[config.mk]
export PLATFORM = sky130hd
export DESIGN_NAME = alu_share_arb_flat
export DESIGN_NICKNAME = d
export VERILOG_FILES = /design/src/rtl/alu_pkg.sv /design/src/rtl/alu_share_arb_if.sv /design/src/rtl/rr_arbiter2.sv /design/src/rtl/alu_share_arb.sv /design/src/flat_wrapper.sv
export SDC_FILE = /design/constraint.sdc
export NUM_CORES = 1
export LEC_CHECK = 0
export BUFFER_PORTS_ARGS = -buffer_cell sky130_fd_sc_hd__buf_2
export CORE_ASPECT_RATIO = 1.4
export CORE_MARGIN = 5
export CORE_UTILIZATION = 30
export DETAILED_ROUTE_END_ITERATION = 10
export PLACE_DENSITY = 0.68
export SYNTH_ARGS = -nofsm -noshare
export SYNTH_HDL_FRONTEND = slang
export SYNTH_HIERARCHICAL = 1
export SYNTH_SLANG_ARGS = --single-unit
[constraint.sdc]
create_clock -name clk -period 2.4 [get_ports clk]
set_clock_uncertainty 0.05 [all_clocks]
set_input_delay 0.36 -clock clk [delete_from_list [all_inputs] [get_ports clk]]
set_output_delay 0.36 -clock clk [all_outputs]
set_load 0.05 [all_outputs]
[src/rtl/alu_pkg.sv]
// Shared opcode constants, legality check and requester-ID type for the ALU share arbiter.
package alu_pkg;

  localparam int unsigned ALU_OPW = 4;

  localparam logic [ALU_OPW-1:0] ALU_AND = 4'b0000;
  localparam logic [ALU_OPW-1:0] ALU_OR  = 4'b0001;
  localparam logic [ALU_OPW-1:0] ALU_ADD = 4'b0010;
  localparam logic [ALU_OPW-1:0] ALU_SUB = 4'b0110;

  typedef logic alu_req_id_t;

  function automatic logic alu_op_legal(input logic [ALU_OPW-1:0] op);
    return (op == ALU_AND) || (op == ALU_OR) || (op == ALU_ADD) || (op == ALU_SUB);
  endfunction

endpackage

[src/rtl/alu_share_arb_if.sv]
// Request, ALU-side and response signals of the shared-ALU arbiter.
interface alu_share_arb_if #(
  parameter int unsigned XLEN = 32,
  parameter int unsigned OPW  = 4
);
  logic            req0_valid;
  logic            req0_ready;
  logic [XLEN-1:0] req0_a;
  logic [XLEN-1:0] req0_b;
  logic [OPW-1:0]  req0_op;
  logic            req1_valid;
  logic            req1_ready;
  logic [XLEN-1:0] req1_a;
  logic [XLEN-1:0] req1_b;
  logic [OPW-1:0]  req1_op;
  logic [XLEN-1:0] alu_a;
  logic [XLEN-1:0] alu_b;
  logic [OPW-1:0]  alu_control;
  logic [XLEN-1:0] alu_result;
  logic            alu_zero;
  logic            rsp_valid;
  logic            rsp_ready;
  logic [XLEN-1:0] rsp_result;
  logic            rsp_zero;
  logic            rsp_id;
  logic            rsp_err;

  modport slave (
    input  req0_valid, req0_a, req0_b, req0_op,
    input  req1_valid, req1_a, req1_b, req1_op,
    input  alu_result, alu_zero, rsp_ready,
    output req0_ready, req1_ready, alu_a, alu_b, alu_control,
    output rsp_valid, rsp_result, rsp_zero, rsp_id, rsp_err
  );

  modport master (
    output req0_valid, req0_a, req0_b, req0_op,
    output req1_valid, req1_a, req1_b, req1_op,
    output alu_result, alu_zero, rsp_ready,
    input  req0_ready, req1_ready, alu_a, alu_b, alu_control,
    input  rsp_valid, rsp_result, rsp_zero, rsp_id, rsp_err
  );
endinterface

[src/rtl/rr_arbiter2.sv]
// Two-way arbiter: round-robin on last_id, or fixed priority to requester 0
// when ALU_ARB_FIXED_PRIO_EN is defined.
module rr_arbiter2
  import alu_pkg::*;
(
  input  logic        clk,
  input  logic        rst_n,
  input  logic        valid0,
  input  logic        valid1,
  input  logic        advance,
  output logic [1:0]  grant_c,
  output alu_req_id_t last_id
);

  always_comb begin
    grant_c = 2'b00;
    if (valid0 && valid1) begin
`ifdef ALU_ARB_FIXED_PRIO_EN
      grant_c = 2'b01;
`else
      grant_c = last_id ? 2'b01 : 2'b10;
`endif
    end else if (valid0) begin
      grant_c = 2'b01;
    end else if (valid1) begin
      grant_c = 2'b10;
    end
  end

`ifdef ALU_ARB_FIXED_PRIO_EN
  logic unused_fixed;
  assign unused_fixed = ^{clk, rst_n, advance};
  assign last_id      = 1'b1;
`else
  // Only an accepted handshake moves the round-robin pointer.
  always_ff @(posedge clk or negedge rst_n) begin
    if (!rst_n) begin
      last_id <= 1'b1;
    end else if (advance && (grant_c != 2'b00)) begin
      last_id <= grant_c[1];
    end
  end
`endif

endmodule

[src/rtl/alu_share_arb.sv]
// Two-requester arbiter with operand (S1) and response (S2) stages around an external ALU.
// Optional build macro: ALU_ARB_FIXED_PRIO_EN (requester 0 always wins ties).
module alu_share_arb
  import alu_pkg::*;
#(
  parameter int unsigned XLEN = 32,
  parameter int unsigned OPW  = 4
) (
  input logic            clk,
  input logic            rst_n,
  alu_share_arb_if.slave bus
);

  logic            s1_v;
  logic [XLEN-1:0] s1_a;
  logic [XLEN-1:0] s1_b;
  logic [OPW-1:0]  s1_op;
  alu_req_id_t     s1_id;
  logic            s1_err;

  logic            s2_v;
  logic [XLEN-1:0] s2_result;
  logic            s2_zero;
  alu_req_id_t     s2_id;
  logic            s2_err;

  logic            s1_adv;
  logic            s2_adv;
  logic            accept;
  logic [1:0]      grant_c;
  alu_req_id_t     last_id_unused;
  logic [XLEN-1:0] in_a;
  logic [XLEN-1:0] in_b;
  logic [OPW-1:0]  in_op;

  assign s2_adv = !s2_v || bus.rsp_ready;
  assign s1_adv = !s1_v || s2_adv;
  assign accept = s1_adv && (grant_c != 2'b00);

  rr_arbiter2 u_arb (
    .clk     (clk),
    .rst_n   (rst_n),
    .valid0  (bus.req0_valid),
    .valid1  (bus.req1_valid),
    .advance (s1_adv),
    .grant_c (grant_c),
    .last_id (last_id_unused)
  );

  assign bus.req0_ready = s1_adv && grant_c[0];
  assign bus.req1_ready = s1_adv && grant_c[1];

  assign in_a  = grant_c[1] ? bus.req1_a  : bus.req0_a;
  assign in_b  = grant_c[1] ? bus.req1_b  : bus.req0_b;
  assign in_op = grant_c[1] ? bus.req1_op : bus.req0_op;

  // Operand stage: payload only reloads on an accepted request.
  always_ff @(posedge clk or negedge rst_n) begin
    if (!rst_n) begin
      s1_v   <= 1'b0;
      s1_a   <= '0;
      s1_b   <= '0;
      s1_op  <= '0;
      s1_id  <= 1'b0;
      s1_err <= 1'b0;
    end else if (s1_adv) begin
      s1_v <= accept;
      if (accept) begin
        s1_a   <= in_a;
        s1_b   <= in_b;
        s1_op  <= in_op;
        s1_id  <= grant_c[1];
        s1_err <= !alu_op_legal(ALU_OPW'(in_op));
      end
    end
  end

  // Response stage: holds while rsp_valid and not rsp_ready.
  always_ff @(posedge clk or negedge rst_n) begin
    if (!rst_n) begin
      s2_v      <= 1'b0;
      s2_result <= '0;
      s2_zero   <= 1'b0;
      s2_id     <= 1'b0;
      s2_err    <= 1'b0;
    end else if (s2_adv) begin
      s2_v <= s1_v;
      if (s1_v) begin
        s2_result <= bus.alu_result;
        s2_zero   <= bus.alu_zero;
        s2_id     <= s1_id;
        s2_err    <= s1_err;
      end
    end
  end

  assign bus.alu_a       = s1_a;
  assign bus.alu_b       = s1_b;
  assign bus.alu_control = s1_op;
  assign bus.rsp_valid   = s2_v;
  assign bus.rsp_result  = s2_result;
  assign bus.rsp_zero    = s2_zero;
  assign bus.rsp_id      = s2_id;
  assign bus.rsp_err     = s2_err;

endmodule

[src/flat_wrapper.sv]
// flat-port wrapper written by rule: the top's interface ports become plain ports
module alu_share_arb_flat import alu_pkg::*;
#(
  parameter int unsigned XLEN = 32,
  parameter int unsigned OPW  = 4
)
  (clk, rst_n, bus_req0_valid, bus_req0_a, bus_req0_b, bus_req0_op, bus_req1_valid, bus_req1_a, bus_req1_b, bus_req1_op, bus_alu_result, bus_alu_zero, bus_rsp_ready, bus_req0_ready, bus_req1_ready, bus_alu_a, bus_alu_b, bus_alu_control, bus_rsp_valid, bus_rsp_result, bus_rsp_zero, bus_rsp_id, bus_rsp_err);
  alu_share_arb_if #(.XLEN(XLEN), .OPW(OPW)) bus_i ();
  input logic clk;
  input logic rst_n;
  input wire logic [$bits(bus_i.req0_valid)-1:0] bus_req0_valid;
  input wire logic [$bits(bus_i.req0_a)-1:0] bus_req0_a;
  input wire logic [$bits(bus_i.req0_b)-1:0] bus_req0_b;
  input wire logic [$bits(bus_i.req0_op)-1:0] bus_req0_op;
  input wire logic [$bits(bus_i.req1_valid)-1:0] bus_req1_valid;
  input wire logic [$bits(bus_i.req1_a)-1:0] bus_req1_a;
  input wire logic [$bits(bus_i.req1_b)-1:0] bus_req1_b;
  input wire logic [$bits(bus_i.req1_op)-1:0] bus_req1_op;
  input wire logic [$bits(bus_i.alu_result)-1:0] bus_alu_result;
  input wire logic [$bits(bus_i.alu_zero)-1:0] bus_alu_zero;
  input wire logic [$bits(bus_i.rsp_ready)-1:0] bus_rsp_ready;
  output wire logic [$bits(bus_i.req0_ready)-1:0] bus_req0_ready;
  output wire logic [$bits(bus_i.req1_ready)-1:0] bus_req1_ready;
  output wire logic [$bits(bus_i.alu_a)-1:0] bus_alu_a;
  output wire logic [$bits(bus_i.alu_b)-1:0] bus_alu_b;
  output wire logic [$bits(bus_i.alu_control)-1:0] bus_alu_control;
  output wire logic [$bits(bus_i.rsp_valid)-1:0] bus_rsp_valid;
  output wire logic [$bits(bus_i.rsp_result)-1:0] bus_rsp_result;
  output wire logic [$bits(bus_i.rsp_zero)-1:0] bus_rsp_zero;
  output wire logic [$bits(bus_i.rsp_id)-1:0] bus_rsp_id;
  output wire logic [$bits(bus_i.rsp_err)-1:0] bus_rsp_err;
  assign bus_i.req0_valid = bus_req0_valid;
  assign bus_i.req0_a = bus_req0_a;
  assign bus_i.req0_b = bus_req0_b;
  assign bus_i.req0_op = bus_req0_op;
  assign bus_i.req1_valid = bus_req1_valid;
  assign bus_i.req1_a = bus_req1_a;
  assign bus_i.req1_b = bus_req1_b;
  assign bus_i.req1_op = bus_req1_op;
  assign bus_i.alu_result = bus_alu_result;
  assign bus_i.alu_zero = bus_alu_zero;
  assign bus_i.rsp_ready = bus_rsp_ready;
  assign bus_req0_ready = bus_i.req0_ready;
  assign bus_req1_ready = bus_i.req1_ready;
  assign bus_alu_a = bus_i.alu_a;
  assign bus_alu_b = bus_i.alu_b;
  assign bus_alu_control = bus_i.alu_control;
  assign bus_rsp_valid = bus_i.rsp_valid;
  assign bus_rsp_result = bus_i.rsp_result;
  assign bus_rsp_zero = bus_i.rsp_zero;
  assign bus_rsp_id = bus_i.rsp_id;
  assign bus_rsp_err = bus_i.rsp_err;
  alu_share_arb #(.XLEN(XLEN), .OPW(OPW)) u_core (.clk(clk), .rst_n(rst_n), .bus(bus_i));
endmodule
==> run metrics, run 1 <==
Leak Pwr=3.360 nW; PwrDens=1196 mW/mm^2; max-slew violations=0; Post-Syn Nets=571; die area=0.01920 mm^2; antenna cells=0; share of post-route cells with drive strength above 1=54.61%; Placement Rows=55; Async SR Flop Fraction=100.0%; nature of the critical path startpoint=flip-flop; DPL Wire Length=10,740 um; Vias=4,066; Max VDD drop=0.0007199 V; Worst Path Max Fanout=45; fin crit share=94.94%; CTS sink count=108; Yosys top cell by area=dfrtp_1; post-synthesis mux area share=22.71%; leading cell type in the layout, fill and taps excluded=buf_2; Final Hold Slack=37.11 ps; Mean Syn Cell Area=12.46 um^2; CTS root buffer=clkbuf_16; Slew @ Worst Pin=765.0 ps; Die Wd=118.5 um; Final Hold Viols=0; Layout Nets=841; Worst EP required=1990 ps; Slowest-stage cell, CP=dfstp_2; crit path cell chain=a21boi_4, buf_12, and2_1, buf_2; reg2reg setup slack=470 ps; Cell Area, Synth=0.004947 mm^2; Initial Util=30.59%; Hold Path Class=primary input to asynchronous set/reset pin; Clock Latency Late Sink=340 ps; # IOs=280; WS Path Type=flip-flop to output pin; Syn-to-layout area delta=37.30%; Seq/Total Area, Yosys=54.65%; # setup viols final=0; largest net degree at the start of global routing=109; RSZ-0062 raised after global routing=false; Yosys warning total=6; XOR/XNOR Fraction of Synth Area=0%; die height=161.9 um; grt ovf=0; placed insts=855; biggest cell delay along the critical path=400 ps; clock-pin slew on the worst setup and hold paths=80 ps; post-synthesis compound-gate area fraction=15.40%; Post-Synth Adder-Cell Area=0%; Place WS=356.9 ps; most frequent cells in the layout=278 x buf_2, 107 x dfrtp_1, 85 x o21ai_0; setup TNS=0 ps; CP arrival=1870 ps; Buf/Inv on CP=2; H-tree depth=3; Worst path depth=4; post-CTS setup buffers=0; Tmin final=2278 ps; synth top area cells=dfrtp_1 54%, mux2i_1 13%, mux2_2 8.6%, o21ai_0 8.6%, o21ai_1 3.3%; routed vias/inst=4.668; post-synthesis simple-gate area fraction=1.669%; number of synthesized flops with an enable pin=0; slew margin rel.=48.80%; initial DRC count=134; r2r worst-path depth=4; Max Clk Rate=438.9 MHz; CORE AREA=0.01617 mm^2; gp weighted congestion=0.7819; Non-Filler Instances=871; WL/cell=16.20 um; first-pass GRT wire length=22,250 um; number of global-route vias before repair=4,326; status=complete, no violations; largest family of logic cells by synthesized area=multiplexers; Crit. End Element=output pin; Post-CTS Hold Fix Bufs=0; ys flop type=dfrtp_1; DP Area=0.006509 mm^2; register bit total from synthesis=108; total power=8.124 mW; DRT antenna net count=0; CTS max path bufs=2; Post-Route WL=14,110 um; GRT Overall Usage=14.27%; top-area cell type share of the netlist area=54.12%; CTS tree=yes; initial antenna violation count=0; Resize count post-CTS=0; CTS buffer count=9; PortBufs=279; Distinct cells, synth=32; final worst slack=121.6 ps; DRC Markers=0; final core occ=42.00%; DRT Pass-1 Iters=4; CP top delay family=buffers and inverters; max cap viols=0; Syn Inst Count=397; design area=0.006793 mm^2
area by class of cell:
type                    count  area [um^2]
clock inverters             6        45.04
fillers                  1615         9379
well taps                 199        249.0
flip-flops and latches    108         2704
clock buffers              10        239.0
multi-input cells         253         1987
inverters                   4        17.52
repair buffers            291         1551
layer usage:
metal  vias up  part of all wire [%]  GRT usage, %
met4         0                   1.9         4.642
met1      1915                    39         16.81
met3        19                   7.1         4.180
met5         -                     0             0
li1       1969                     -             -
met2       163                    52         24.87
report_power, final:
group	internal [mW]	switching, mW	total [mW]
clock network	0.741	0.683	1.42
registers	2.39	0.263	2.66
logic	1.05	3.00	4.04
total	4.18	3.94	8.12
logic make-up (layout without fill, tap and decap cells):
logic type,after synthesis,after routing
AND/OR/NAND/NOR,10,10
buffers and inverters,36,311
flip-flops,108,108
multiplexers,106,106
AO/OA/AOI/OAI,137,137
sequential cells by signal (all words and copies together), names as in the netlist:
name                    cells
u_core/s1_v                 1
u_core/bus.rsp_valid        1
u_core/bus.rsp_id           1
u_core/bus.alu_a           32
u_core/s1_err               1
u_core/bus.rsp_result      32
u_core/s1_id                1
u_core/bus.alu_control      4
u_core/bus.rsp_zero         1
u_core/bus.rsp_err          1
u_core/u_arb/last_id        1
u_core/bus.alu_b           32
path summary, 6_finish.rpt:
path	from	end
max	u_core/u_arb/last_id$_DFFE_PN1P_	bus_req1_ready
max reg2reg	u_core/u_arb/last_id$_DFFE_PN1P_	u_core/bus.alu_b[21]$_DFFE_PN0P_
max in group asynchronous	rst_n	u_core/bus.alu_a[2]$_DFFE_PN0P_
min in group clk	bus_req0_valid	u_core/u_arb/last_id$_DFFE_PN1P_
min reg2reg	u_core/bus.alu_a[26]$_DFFE_PN0P_	u_core/bus.alu_a[26]$_DFFE_PN0P_
min	rst_n	u_core/bus.rsp_result[20]$_DFFE_PN0P_
synth_stat cells, types with 2 or more instances:
master,count
o21ai_1,33
mux2i_1,65
buf_2,5
inv_1,3
buf_6,12
nand2b_1,2
o21ai_2,11
a21oi_1,2
buf_4,5
nand2_1,2
mux2_4,3
dfrtp_1,107
mux2_2,38
clkbuf_2,6
clkbuf_1,2
o21ai_0,85
(Power assumes the default switching activity.)
==> inputs of run 2 (changes only) <==
clock period = 2.1 ns   (was 2.4 ns; I/O delays follow)
==> run metrics, run 2 (synthesized netlist as in run 1, its figures left out) <==
die height=161.9 um (unchanged); Worst EP required=2280 ps (+290 ps); CTS tree=yes; Multi-input gate area=0.001987 mm^2 (unchanged); Worst Path Max Fanout=67 (+49%); Slew @ Worst Pin=860.7 ps (+95.63 ps); RSZ-0062 raised after global routing=true; initial antenna violation count=0 (unchanged); DRT antenna net count=0 (unchanged); die area=0.01920 mm^2 (unchanged); max-slew violations=0 (unchanged); Clock Latency Late Sink=340 ps (about the same); Post-Route WL=14,430 um (+2.3%); Seq. cell area=0.002704 mm^2 (unchanged); Tmin final=2017 ps; gp weighted congestion=0.7603 (-2.8%); Crit. End Element=flip-flop; PwrDens=1366 mW/mm^2 (+14%); H-tree depth=3 (unchanged); Leak Pwr=3.366 nW (+0.18%); number of global-route vias before repair=4,341 (+0.35%); final worst slack=82.59 ps (-38.96 ps); antenna cells=0 (unchanged); Place WS=104.6 ps (-252.3 ps); DRC Markers=0 (unchanged); final core occ=42.29% (+0.29 points); Fill cells=1,616 (+0.062%); nature of the critical path startpoint=flip-flop; Hold Path Class=primary input to flip-flop; status=complete, no violations; # IOs=280 (unchanged); WL/cell=16.57 um (+2.3%); CTS buffer count=9 (unchanged); initial DRC count=147 (+9.7%); CTS max path bufs=2 (unchanged); # setup viols final=0 (unchanged); routed vias/inst=4.654 (-0.30%); CORE AREA=0.01617 mm^2 (unchanged); most frequent cells in the layout=277 x buf_2, 107 x dfrtp_1, 85 x o21ai_0; CP arrival=2190 ps (+320 ps); clock-pin slew on the worst setup and hold paths=70 ps (about the same); Max Clk Rate=495.7 MHz; WS Path Type=flip-flop to flip-flop; Initial Util=30.59% (unchanged); fin crit share=96.07%; CTS sink count=108 (unchanged); Vias=4,054 (-0.30%); DPL Wire Length=10,770 um (+0.33%); placed insts=853 (-0.23%); Max VDD drop=0.0006869 V (-4.6%); GRT Overall Usage=14.40% (+0.13 points); DRT Pass-1 Iters=4 (unchanged); share of post-route cells with drive strength above 1=54.32% (-0.30 points); Non-Filler Instances=871 (unchanged); Syn-to-layout area delta=38.24%; grt ovf=0 (unchanged); CTS root buffer=clkbuf_16; slew margin rel.=42.62% (-6.2 points); largest net degree at the start of global routing=68 (-38%); PortBufs=279 (unchanged); Placement Rows=55 (unchanged); Die Wd=118.5 um (unchanged); leading cell type in the layout, fill and taps excluded=buf_2; max cap viols=0 (unchanged); Final Hold Viols=0 (unchanged); first-pass GRT wire length=22,460 um (+0.93%); Layout Nets=843 (+0.24%)
## run 2: what timing repair did
action                                  CTS  global route
cloned                                    1             0
endpoints found under the setup margin    1             7
setup buffers                             2             0
pin swaps                                 1             1
endpoints found under the hold margin    33             0
resized for setup                         0             3
hold buffers                              1             0
## run 2: path summary, 6_finish.rpt
check	startpoint	to	slack, ps	cells after the start
worst max-delay path	u_core/u_arb/last_id$_DFFE_PN1P_	u_core/bus.alu_control[2]$_DFFE_PN0P_	80	5
worst min-delay path	bus_req0_valid	u_core/u_arb/last_id$_DFFE_PN1P_	130	2
worst max register to register	u_core/u_arb/last_id$_DFFE_PN1P_	u_core/bus.alu_control[2]$_DFFE_PN0P_	80	5
worst min register to register	u_core/s1_id$_DFFE_PN0P_	u_core/s1_id$_DFFE_PN0P_	440	1
max in group asynchronous	rst_n	u_core/u_arb/last_id$_DFFE_PN1P_	890	3
min in group asynchronous	rst_n	u_core/bus.rsp_result[20]$_DFFE_PN0P_	400	2
## run 2: critical path, stage by stage (launching register included)
cell and delay, ps:
dfstp_2 580, a21boi_4 80, buf_6 130, nor2_8 650, nor2_4 100, mux2_4 320
## run 2: final cells by class
type / instances / area share, %
Timing Repair Buffer: 293 / 23.40
Tap cell: 199 / 3.641
Clock inverter: 4 / 0.7684
Multi-Input combinational cell: 253 / 29.05
Clock buffer: 10 / 3.348
Inverter: 4 / 0.2561
Sequential cell: 108 / 39.54
## run 2: layer usage
metal / up-vias / GRT usage (%) / share of wire, %
li1: 1963 / - / -
met3: 20 / 4.110 / 7.0
met5: - / 0 / 0
met4: 0 / 4.796 / 2.1
met2: 158 / 25.76 / 53
met1: 1913 / 16.40 / 38
## run 2: through the flow
step	hold WS, ps	setup TNS (ps)	cell area (um^2)	power (mW)
floorplan	-30.59	0	4947	6.530
global placement	243.0	0	6494	7.681
detailed placement	246.0	0	6494	7.748
CTS	113.2	0	6833	9.488
global route	121.8	-143.9	6839	9.837
finish	134.7	0	6839	9.341
## run 2: where the power goes
part           switching (mW)  internal, mW
Clock                   0.741         0.913
Sequential              0.298          2.74
Combinational            3.44          1.21
==> inputs of run 3 (changes only) <==
CORE_MARGIN = 4   (was 5)
PLACE_DENSITY = 0.7   (was 0.68)
clock period = 1.74 ns   (was 2.1 ns; I/O delays follow)
==> run metrics, run 3 (synthesized netlist as in run 1, its figures left out) <==
status=complete, no violations; share of post-route cells with drive strength above 1=55.93% (+1.6 points); WL/cell=15.97 um (-3.6%); fin crit share=98.37% (+2.3 points); gp weighted congestion=0.7313 (-3.8%); slew margin rel.=75.91% (+33 points); Leak Pwr=3.458 nW (+2.7%); GRT Overall Usage=14.35% (-0.050 points); antenna cells=0 (unchanged); Layout Nets=852 (+1.1%); DRC Markers=0 (unchanged); setup TNS=0 ps (unchanged); Slew @ Worst Pin=361.4 ps (-499.3 ps); CP top delay family=buffers and inverters; grt ovf=0 (unchanged); number of global-route vias before repair=4,335 (-0.14%); WS Path Type=flip-flop to flip-flop; PortBufs=279 (unchanged); RSZ-0062 raised after global routing=true; Initial Util=30.59% (unchanged); Max Clk Rate=584.2 MHz (+18%); CTS max path bufs=2 (unchanged); routed vias/inst=4.705 (+1.1%); Clock Latency Late Sink=350 ps (about the same); CTS buffer count=9 (unchanged); initial DRC count=151 (+2.7%); CTS sink count=108 (unchanged); PwrDens=1633 mW/mm^2 (+20%); leading cell type in the layout, fill and taps excluded=buf_2; CORE AREA=0.01617 mm^2 (unchanged); Fill cells=1,538 (-4.8%); largest net degree at the start of global routing=41 (-40%); CP arrival=1920 ps (-270 ps); Tmin final=1712 ps (-305.7 ps); Multi-input gate area=0.002003 mm^2 (+0.82%); Vias=4,150 (+2.4%); Slowest-stage cell, CP=dfstp_2; die area=0.01864 mm^2 (-2.9%); biggest cell delay along the critical path=570 ps (-80 ps); # IOs=280 (unchanged); CTS tree=yes; # setup viols final=0 (unchanged); placed insts=858 (+0.59%); Final Hold Viols=0 (unchanged); Die Wd=116.5 um (-1.7%); Buf/Inv on CP=5 (+4); max cap viols=0 (unchanged); first-pass GRT wire length=21,260 um (-5.3%); clock-pin slew on the worst setup and hold paths=80 ps (about the same); most frequent cells in the layout=276 x buf_2, 107 x dfrtp_1, 73 x o21ai_0; Hold Path Class=primary input to flip-flop; Placement Rows=55 (unchanged); nature of the critical path startpoint=flip-flop; DPL Wire Length=10,570 um (-1.9%); Non-Filler Instances=882 (+1.3%); Syn-to-layout area delta=41.93%; initial antenna violation count=0 (unchanged); die height=159.9 um (-1.2%); max-slew violations=0 (unchanged); DRT antenna net count=0 (unchanged); DRT Pass-1 Iters=4 (unchanged); Worst Path Max Fanout=20 (-70%); Post-Route WL=14,080 um (-2.4%); CTS root buffer=clkbuf_16; Max VDD drop=0.0007553 V (+10%); H-tree depth=3 (unchanged); crit path cell chain=inv_2, a21boi_4, buf_4, buf_4, o21ai_4, buf_12, buf_12, o21ai_0; Worst EP required=1950 ps (-330 ps); Crit. End Element=flip-flop; Seq. cell area=0.002704 mm^2 (unchanged)
==> run 3: cell types whose count changed in the layout (fill, tap and decap cells not counted), sizes merged <==
cell / delta
clkinv: +2
bufinv: -1
clkinvlp: -2
clkbuf: +2
buf: +9
bufbuf: -1
inv: +2
==> run 3: final cells by class <==
type	count	share of cell area, %
clock buffer	11	3.599
clock inverter	5	0.6058
inverter	4	0.2495
multi-input combinational	253	28.53
sequential	108	38.51
tap	199	3.546
timing repair buffer	302	24.96
==> run 3: repair_timing <==
action | in CTS | in global routing
endpoints found under the setup margin | 2 | 37
gates cloned | 0 | 1
pin swaps | 2 | 1
resized for setup | 7 | 17
hold endpoints to repair | 23 | 0
setup buffers | 5 | 1
hold buffers | 1 | 0
==> run 3: per-layer routing <==
layer	part of all wire [%]	global-route usage, %
met1	38	16.06
met2	53	25.91
met3	7.3	2.881
met4	2.3	5.947
met5	0	0
==> run 3: power by group <==
part | switching, mW | internal [mW]
Sequential | 0.376 | 3.30
Combinational | 4.17 | 1.59
Clock | 0.958 | 1.07
==> run 3: final timing paths <==
check | from | to | slack, ps | cells after the start
worst min-delay path | bus_alu_result[15] | u_core/bus.rsp_result[15]$_DFFE_PN0P_ | 90 | 2
worst min register to register | u_core/bus.alu_a[27]$_DFFE_PN0P_ | u_core/bus.alu_a[27]$_DFFE_PN0P_ | 440 | 2
max in group asynchronous | rst_n | u_core/u_arb/last_id$_DFFE_PN1P_ | 750 | 3
min in group asynchronous | rst_n | u_core/bus.rsp_result[4]$_DFFE_PN0P_ | 320 | 2
worst max register to register | u_core/u_arb/last_id$_DFFE_PN1P_ | u_core/bus.alu_b[8]$_DFFE_PN0P_ | 30 | 8
worst max-delay path | u_core/u_arb/last_id$_DFFE_PN1P_ | u_core/bus.alu_b[8]$_DFFE_PN0P_ | 30 | 8
==> run 3: metrics by stage <==
step	power [mW]	utilization, %	area (um^2)	worst slack [ps]	hold slack, ps
finish	11.46	43.42	7022	28.31	87.62
CTS	11.53	43.06	6963	4.183	62.09
global placement	9.323	40.80	6598	83.43	151.1
detailed placement	9.419	40.80	6598	-5.053	149.2
floorplan	7.884	-	4951	40.67	-84.59
global route	12.07	43.42	7022	-19.37	62.32
